### src/rtl/program_loader.sv
// program_loader: receives a length-prefixed little-endian byte stream, writes its words
// into instruction memory and releases the CPU only after a complete, in-range load.
module program_loader #(
  parameter int ADDRESS_BITWIDTH = 12
) (
  input  logic                        clk,
  input  logic                        reset_n,
  input  logic                        in_valid,
  input  logic [7:0]                  in_data,
  output logic                        in_ready,
  output logic                        rom_wren,
  output logic [ADDRESS_BITWIDTH-1:0] rom_address,
  output logic [31:0]                 rom_write_data,
  output logic                        cpu_reset_n,
  output logic                        done,
  output logic                        error
);
  localparam int IW = ADDRESS_BITWIDTH - 2;
  localparam logic [31:0] MAX_WORDS = 32'(1) << IW;
  typedef enum logic [2:0] {IDLE, LEN, DATA, DONE, ERROR} state_t;
  state_t state, state_next;
  logic [1:0] byte_cnt;
  logic [23:0] partial;
  logic [IW:0] n_words;
  logic [IW-1:0] word_index;
  logic accept, last_byte, last_word;
  logic [31:0] word;
  assign in_ready = state == LEN || state == DATA;
  assign accept = in_valid && in_ready;
  assign last_byte = accept && byte_cnt == 2'd3;
  // The fourth byte completes the group directly from the input, no extra cycle.
  assign word = {in_data, partial};
  assign last_word = {1'b0, word_index} == n_words - (IW+1)'(1);
  always_ff @(posedge clk or negedge reset_n)
    if (!reset_n) state <= IDLE;
    else state <= state_next;
  always_comb begin
    state_next = state;
    case (state)
      IDLE: state_next = LEN;
      LEN: if (last_byte) state_next = word > MAX_WORDS ? ERROR : word == 32'd0 ? DONE : DATA;
      DATA: if (last_byte && last_word) state_next = DONE;
      default: state_next = state;
    endcase
  end
  always_ff @(posedge clk or negedge reset_n)
    if (!reset_n) begin
      byte_cnt <= '0;
      partial <= '0;
      n_words <= '0;
      word_index <= '0;
      rom_wren <= 1'b0;
      rom_address <= '0;
      rom_write_data <= '0;
      done <= 1'b0;
      cpu_reset_n <= 1'b0;
      error <= 1'b0;
    end else begin
      byte_cnt <= state_next != state ? 2'd0 : accept ? byte_cnt + 2'd1 : byte_cnt;
      if (accept) partial <= {in_data, partial[23:8]};
      rom_wren <= state == DATA && last_byte;
      if (state == LEN && last_byte) begin
        n_words <= word[IW:0];
        word_index <= '0;
      end
      if (state == DATA && last_byte) begin
        rom_address <= {word_index, 2'b00};
        rom_write_data <= word;
        word_index <= word_index + IW'(1);
      end
      done <= done | (state == DONE);
      cpu_reset_n <= cpu_reset_n | (state == DONE);
      error <= error | (state == ERROR);
    end
endmodule

### config.mk
export PLATFORM = sky130hd
export DESIGN_NAME = program_loader
export DESIGN_NICKNAME = d
export VERILOG_FILES = /design/src/rtl/program_loader.sv
export SDC_FILE = /design/constraint.sdc
export NUM_CORES = 1
export LEC_CHECK = 0
export ABC_CLOCK_PERIOD_IN_PS = 5140
export BUFFER_PORTS_ARGS = -buffer_cell sky130_fd_sc_hd__buf_2
export CAP_MARGIN = 20
export CORE_MARGIN = 2
export CORE_UTILIZATION = 61
export CTS_CLUSTER_DIAMETER = 60
export DETAILED_ROUTE_END_ITERATION = 10
export PLACE_DENSITY = 0.84
export RECOVER_POWER = 50
export SLEW_MARGIN = 0
export SYNTH_ARGS = -nofsm -noshare
export SYNTH_HDL_FRONTEND = slang
export SYNTH_SLANG_ARGS = --single-unit
### constraint.sdc
create_clock -name clk -period 5.14 [get_ports clk]
set_input_delay 0.257 -clock clk [delete_from_list [all_inputs] [get_ports clk]]
set_output_delay 0.257 -clock clk [all_outputs]
set_load 0.05 [all_outputs]
==> results of run 1 <==
==> flip-flops by register name, summed over array words and instances, names as in the netlist <==
signal,cells
byte_cnt,2
cpu_reset_n,1
done,1
error,1
n_words,11
partial,24
rom_address,10
rom_wren,1
rom_write_data,32
state,3
word_index,10
==> routing by layer <==
layer	track usage	part of all wire
met1	0.336	0.45
met5	0	0
met3	0.0341	0.028
met4	0.0825	0.016
met2	0.400	0.51
==> layout make-up <==
class,count,area (um2),area share
Clock inverter,6,67.6,0.0144
Sequential cell,96,2400,0.511
Multi-Input combinational cell,294,1710,0.364
Tap cell,80,100,0.0213
Clock buffer,10,138,0.0293
Timing Repair Buffer,62,262,0.0557
Inverter,5,18.8,0.00399
==> metrics by stage <==
| step | total power [W] | area (um2) |
|---|---|---|
| 6_report | 0.00212 | 4700 |
| 5_1_grt | 0.00224 | 4700 |
| 4_1_cts | 0.00213 | 4760 |
| 3_5_place_dp | 0.00162 | 4550 |
| 3_3_place_gp | 0.00159 | 4550 |
| 2_1_floorplan | 0.00147 | 4220 |
==> worst min path at each step <==
stage / start / endpoint / slack (ps) / depth (start not counted)
6_report: in_data[7] / rom_write_data[31]$_DFFE_PN0P_ / 130 / 3
5_1_grt: in_data[4] / rom_write_data[28]$_DFFE_PN0P_ / 130 / 3
4_1_cts: in_data[6] / rom_write_data[30]$_DFFE_PN0P_ / 120 / 3
3_5_place_dp: reset_n / word_index[7]$_DFFE_PN0P_ / 230 / 1
3_3_place_gp: reset_n / rom_address[8]$_DFFE_PN0P_ / 230 / 1
2_1_floorplan: reset_n / byte_cnt[0]$_DFFE_PN0P_ / -40 / 0
==> cells in the final DEF (no fill, tap or decap), drive strengths merged, types with 6 or more instances in the layout <==
cell,n
mux2,31
nand2,144
nor3,6
dfrtp,96
nor2,16
nor4,9
buf,12
clkbuf,59
o21ai,20
xnor2,11
==> logic make-up after synthesis <==
logic type               count (synthesis)  synth area share
XOR/XNOR                                14            0.0291
AND/OR/NAND/NOR                        207             0.225
adder cells (fa/ha/maj)                  3           0.00891
multiplexers                            33            0.0876
other                                    1          0.000890
flip-flops                              96             0.570
AO/OA/AOI/OAI                           35            0.0526
buffers and inverters                   25            0.0255
==> critical path: stages (launching register included) <==
cell      delay [ps]
dfrtp_1          470
xnor2_1          190
nor3b_2          160
clkbuf_1        1080
nand2_1          510
o21ai_0          270
o21ai_0          130
==> what timing repair did <==
item                      4_1_cts  5_1_grt
gates resized for setup         0        0
hold endpoints to repair       33        0
hold buffers                    1        0
setup buffers                   0        0
==> power by group <==
| group | total, W | leakage, nW | internal [W] | switching (W) |
|---|---|---|---|---|
| logic | 0.000495 | 0.909 | 0.000261 | 0.000234 |
| clock network | 0.000503 | 0.0989 | 0.000240 | 0.000263 |
| registers | 0.00112 | 1.25 | 0.000912 | 0.000213 |
==> summary.md, run 1 <==
| Metric | Value |
|---|---|
| ANT cells | `0` |
| Grt ovf | `0` |
| Avg Inst Size Synth | `10.2 um2` |
| Pwr Density | `452 nW/um2` |
| Number of fill cells in the layout | `504` |
| Startpoint Class | `flip-flop` |
| Synth top cells by count | `nand2_1 (144), dfrtp_1 (96), mux2_2 (31), o21ai_0 (20), nor2_1 (16)` |
| Area grow syn2layout | `11.6%` |
| Max-cap viol count | `1` |
| Setup violators final | `0` |
| DRC viols | `0` |
| Setup slack, reg-to-reg | `2210 ps` |
| Finished Core Util | `0.699` |
| Clock latency on the worst-skew pair | `360 ps` |
| Clock tree from TritonCTS | `yes` |
| RR Startpoint | `state[1]$_DFF_PN0_` |
| CTS max path bufs | `2` |
| CTS HTree Levels | `3` |
| EDFF count, synth | `0` |
| Leak | `2.26 nW` |
| Status | `finished with violations` |
| Dpl ws | `2730 ps` |
| 1st-pass router iterations | `4` |
| Critical Path Sink | `word_index[7]$_DFFE_PN0P_` |
| HP Class | `primary input to flip-flop` |
| Tmin final | `2930 ps` |
| Synth Instances | `414` |
| Fin nets | `482` |
| Routability cong. | `0.802` |
| Yosys cell types | `46` |
| First-pass GRT wire length | `14400 um` |
| Slew @ Worst Pin | `1860 ps` |
| Reg2reg path depth | `6` |
| Post-Place Cells | `536` |
| Die Ht | `87.1 um` |
| # IOs | `60` |
| Worst rel slew slack | `-0.242` |
| Vias in the first global route | `2983` |
| DIE AREA | `7580 um2` |
| Yosys top cell by area | `dfrtp_1` |
| Endpoint type of the worst setup path | `flip-flop` |
| Clock transition at path regs | `90 ps` |
| Slew Limit Fails | `35` |
| Ys flop type | `dfrtp_1` |
| Routed WL per cell | `15.6 um` |
| Effective utilization at floorplan | `0.627` |
| Top-count cell post-synth | `nand2_1` |
| Ys async rst share | `1.00` |
| Final Non-Filler Cells | `553` |
| Critical Path AT | `3160 ps` |
| 1st-iter DRT viols | `311` |
| Gr usage total | `0.243` |
| Kind of critical path | `flip-flop to flip-flop` |
| Final hold viol count | `0` |
| Share of cells above drive strength 1 | `0.140` |
| Hold slack | `131 ps` |
| Req. time, crit path | `5370 ps` |
| Max Clock Skew | `6.85 ps` |
| Root Driver | `clkbuf_8` |
| RSZ-0062 raised after global routing | `false` |
| Synth top area share | `0.570` |
| Synth area leaders | `dfrtp_1 (57%), nand2_1 (13%), mux2_2 (8.3%), o21ai_0 (2.4%), xnor2_1 (2.3%)` |
| Num rows | `30` |
| RR Endpoint | `word_index[7]$_DFFE_PN0P_` |
| Crit path max fanout | `27` |
| Yosys warns | `0` |
| Overall routed net length | `8610 um` |
| Sequential area share after synthesis | `0.570` |
| Max VDD drop | `0.000366 V` |
| Clk sink count | `96` |
| Detail Placement HPWL | `5730 um` |
| Final Cycle Share | `0.570` |
| Critical Path Start | `state[1]$_DFF_PN0_` |
| Final WS setup | `2210 ps` |
| Setup Total Neg Slack | `0 ps` |
| Initial antenna violation count | `0` |
| Routed vias | `3062` |
| Failing checks | `max-capacitance violations, max-slew violations` |
| Via density | `5.54` |
| Die Width | `87.1 um` |
| Synth Register Bits | `96` |
| Fmax | `0.342 GHz` |
| Post-Syn Area | `4210 um2` |
| Largest net degree at the start of global routing | `64` |
| Number of buffers added on ports | `57` |
| Core area | `6720 um2` |
| Post-DRT Antenna Nets | `0` |
| TritonCTS Buffers | `9` |
No activity file was read; power rests on OpenSTA's default activity.
==> run 2: changes to the inputs <==
--- a/config.mk
+++ b/config.mk
@@ -5,14 +5,15 @@
 export SDC_FILE = /design/constraint.sdc
 export NUM_CORES = 1
 export LEC_CHECK = 0
-export ABC_CLOCK_PERIOD_IN_PS = 5140
+export ABC_AREA = 1
+export ABC_CLOCK_PERIOD_IN_PS = 2750
 export BUFFER_PORTS_ARGS = -buffer_cell sky130_fd_sc_hd__buf_2
 export CAP_MARGIN = 20
 export CORE_MARGIN = 2
-export CORE_UTILIZATION = 61
+export CORE_UTILIZATION = 57
 export CTS_CLUSTER_DIAMETER = 60
 export DETAILED_ROUTE_END_ITERATION = 10
-export PLACE_DENSITY = 0.84
+export PLACE_DENSITY = 0.79
 export RECOVER_POWER = 50
 export SLEW_MARGIN = 0
 export SYNTH_ARGS = -nofsm -noshare
==> constraint.sdc (replaced) <==
create_clock -name clk -period 2.75 [get_ports clk]
set_input_delay 0.1375 -clock clk [delete_from_list [all_inputs] [get_ports clk]]
set_output_delay 0.1375 -clock clk [all_outputs]
set_load 0.05 [all_outputs]
==> run 2 against run 1 <==
The run now ends clean. Hold slack got worse by 61 ps. Clock skew rose by 4.4 ps. Sequential power rose by 26%. Worst setup slack got worse by 1700 ps. Critical path type unchanged.
==> summary.md, run 2 <==
| Metric | Value |
|---|---|
| CTS HTree Levels | `3 (unchanged)` |
| Detail Placement HPWL | `6240 um (+8.9%)` |
| Pwr Total | `0.00246 W (+16%)` |
| Setup violators final | `0 (unchanged)` |
| Root Driver | `clkbuf_8` |
| Max VDD drop | `0.000352 V (-3.8%)` |
| Req. time, crit path | `3020 ps (-2350 ps)` |
| Switching Share | `0.213 (-0.121)` |
| Crit path max fanout | `48 (+78%)` |
| Via density | `5.21 (-5.8%)` |
| Clock latency on the worst-skew pair | `350 ps (about the same)` |
| CTS max path bufs | `2 (unchanged)` |
| Status | `finished clean` |
| Top-count cell post-synth | `nand2_1` |
| Number of buffers added on ports | `57 (unchanged)` |
| Gr usage total | `0.231 (-0.0125)` |
| Share of cells above drive strength 1 | `0.0851 (-0.0544)` |
| DIE AREA | `8210 um2 (+8.2%)` |
| Routed WL per cell | `13.3 um (-14%)` |
| Clk sink count | `96 (unchanged)` |
| Initial antenna violation count | `0 (unchanged)` |
| Fmax | `0.454 GHz (+33%)` |
| Metal3 WL | `436 um (+82%)` |
| Vias in the first global route | `3345 (+12%)` |
| Routability cong. | `0.901 (+12%)` |
| CP top delay family | `buffers and inverters` |
| Fin nets | `573 (+19%)` |
| Net Switching | `0.000526 W (-26%)` |
| EDFF count, synth | `0 (unchanged)` |
| Grt ovf | `0 (unchanged)` |
| Top routing layer in use | `met4` |
| Core area | `7250 um2 (+8.0%)` |
| Setup Buffers After CTS | `0 (unchanged)` |
| Ys flop type | `dfrtp_1` |
| Post-DRT Antenna Nets | `0 (unchanged)` |
| Routed vias | `3457 (+13%)` |
| Yosys top cell by area | `dfrtp_1` |
| Overall routed net length | `8850 um (+2.9%)` |
| Slowest CP cell | `inv_2` |
| Finished Core Util | `0.661 (-0.0384)` |
| Area grow syn2layout | `12.1%` |
| Clock transition at path regs | `90 ps (about the same)` |
| DRC viols | `0 (unchanged)` |
| Dpl ws | `575 ps (-2150 ps)` |
| # IOs | `60 (unchanged)` |
| Number of fill cells in the layout | `621 (+23%)` |
| CP bufs+invs | `3 (+2)` |
| Kind of critical path | `flip-flop to flip-flop` |
| Most common cell after layout, fill and taps aside | `nand2_1` |
| Register area | `2400 um2 (unchanged)` |
| Die Width | `90.6 um (+4.0%)` |
| Max FFs per register | `32 (unchanged)` |
| Max Clock Skew | `11.2 ps (+4.39 ps)` |
| Ys async rst share | `1.00 (unchanged)` |
| Largest Register | `rom_write_data` |
| DRT met1 WL | `3910 um (+0.93%)` |
| Critical Path AT | `2480 ps (-680 ps)` |
| Die Ht | `90.6 um (+4.0%)` |
| First-pass GRT wire length | `15500 um (+8.0%)` |
| Clock power share | `0.407 (+0.170)` |
| Cell-internal power | `0.00194 W (+37%)` |
| Post-Syn Area | `4280 um2 (+1.5%)` |
| CP Cell Sequence | `inv_2 > nand3_2 > nand2_2 > nand3_4 > nor2_4 > inv_2 > buf_4 > nand2_1 > o21ai_1` |
| Yosys warns | `0 (unchanged)` |
| Num rows | `31 (+3.3%)` |
| Slew Limit Fails | `0 (-100%)` |
| Tmin final | `2200 ps (-724 ps)` |
| Largest net degree at the start of global routing | `61 (-4.7%)` |
| Synth area leaders | `dfrtp_1 (56%), nand2_1 (13%), o21ai_1 (7.4%), inv_1 (5.2%), nor2_1 (3.2%)` |
| Avg Inst Size Synth | `8.47 um2 (-17%)` |
| HP Class | `primary input to flip-flop` |
| Synth top area share | `0.562 (-0.00851)` |
| Slew @ Worst Pin | `1470 ps (-389 ps)` |
| Routed wl met2 | `4420 um (+1.5%)` |
| 1st-iter DRT viols | `232 (-25%)` |
| Sequential area share after synthesis | `0.562 (-0.00851)` |
| Final Cycle Share | `0.801 (+0.232)` |
| Multi-input gate area in the final layout | `1520 um2 (-11%)` |
| Most used cell, CP | `inv_2` |
| Clock tree from TritonCTS | `yes` |
| RSZ-0062 raised after global routing | `false` |
| Worst path max stage delay | `550 ps (-530 ps)` |
| Max-cap viol count | `0 (-1)` |
| TritonCTS Buffers | `9 (unchanged)` |
| Pwr Density | `514 nW/um2 (+14%)` |
| Synth Register Bits | `96 (unchanged)` |
| Leak | `2.31 nW (+2.1%)` |
| Startpoint Class | `flip-flop` |
| Setup Total Neg Slack | `0 ps (unchanged)` |
| Final hold viol count | `0 (unchanged)` |
| ANT cells | `0 (unchanged)` |
| Final WS setup | `546 ps (-1670 ps)` |
| Yosys cell types | `32 (-30%)` |
| Synth top cells by count | `nand2_1 (143), dfrtp_1 (96), o21ai_1 (63), inv_1 (59), nor2_1 (36)` |
| Largest regs | `rom_write_data: 32 flops, partial: 24 flops, n_words: 11 flops` |
| Worst rel slew slack | `0.0174 (+0.259)` |
| Synth Instances | `505 (+22%)` |
| 1st-pass router iterations | `5 (+1)` |
| Hold slack | `69.9 ps (-61.4 ps)` |
| Commonest cells after routing, fill and taps aside | `nand2_1 (143), dfrtp_1 (96), o21ai_1 (63), inv_1 (60), clkbuf_1 (47)` |
| Effective utilization at floorplan | `0.589 (-0.0374)` |
| Endpoint type of the worst setup path | `flip-flop` |
| Combinational Power Share | `0.020 (-0.213)` |
| Reg power frac | `0.572 (+0.042)` |
run 2: cell count changes in the layout (fill, tap and decap cells not counted), moves of 8 or more:
cell,previous run,this run
nor2_1,16,36
inv_2,0,8
mux2_2,31,0
o21ai_1,0,63
nand3_1,5,15
xnor2_1,11,2
inv_1,4,60
run 2: cell families (layout without fill, tap and decap cells):
group / count (synthesis) / count (layout) / share of synthesized area
AO/OA/AOI/OAI: 95 / 95 / 0.114
XOR/XNOR: 7 / 7 / 0.0143
adder cells (fa/ha/maj): 3 / 3 / 0.00878
buffers and inverters: 87 / 145 / 0.0834
flip-flops: 96 / 96 / 0.562
multiplexers: 1 / 1 / 0.00234
other: 1 / 2 / 0.000877
AND/OR/NAND/NOR: 215 / 215 / 0.214
run 2: final timing paths:
path | depth (start not counted) | slack (ps) | end | start
setup / recovery | 9 | 550 | rom_write_data[20]$_DFFE_PN0P_ | state[0]$_DFF_PN0_
hold / removal | 3 | 70 | rom_write_data[30]$_DFFE_PN0P_ | in_data[6]
max in group asynchronous | 3 | 1190 | n_words[9]$_DFFE_PN0P_ | reset_n
min in group asynchronous | 2 | 670 | rom_write_data[5]$_DFFE_PN0P_ | reset_n
hold reg to reg | 2 | 470 | cpu_reset_n$_DFF_PN0_ | cpu_reset_n$_DFF_PN0_
setup reg to reg | 9 | 550 | rom_write_data[20]$_DFFE_PN0P_ | state[0]$_DFF_PN0_
run 2: power groups by stage:
stage	logic (W)	clock network (W)	registers [W]
3_3_place_gp	0.0000507	0	0.00144
3_5_place_dp	0.0000517	0	0.00144
4_1_cts	0.0000527	0.00101	0.00141
6_report	0.0000500	0.00100	0.00141
5_1_grt	0.0000591	0.00108	0.00141
2_1_floorplan	0.0000129	0	0.00144
run 2: area by class of cell:
cell class                      instances  share of cell area
Sequential cell                        96               0.501
Multi-Input combinational cell        323               0.317
Timing Repair Buffer                   61              0.0569
Inverter                               68              0.0532
Clock buffer                           10              0.0266
Tap cell                               99              0.0258
Clock inverter                          6              0.0191
run 2: per-layer routing:
layer / up-vias / track usage
li1: 1704 / -
met1: 1644 / 0.309
met2: 97 / 0.382
met3: 12 / 0.0467
met4: 0 / 0.0692
met5: - / 0
run 2: stage by stage:
| step | instance area (um2) | instances |
|---|---|---|
| after floorplan | 4280 | 506 |
| after global placement | 4620 | 646 |
| after detailed placement | 4620 | 646 |
| after CTS | 4850 | 663 |
| after global routing | 4790 | 663 |
| final | 4790 | 663 |
run 2: what timing repair did:
action | 4_1_cts | 5_1_grt
gates resized for setup | 0 | 0
hold endpoints to repair | 59 | 0
hold buffers | 1 | 0
run 2: tightest hold or removal path, delay by kind of cell:
kind | cells | cell delay [ps]
AOI/OAI and AO/OA | 1 | 120
buffers and inverters | 2 | 120
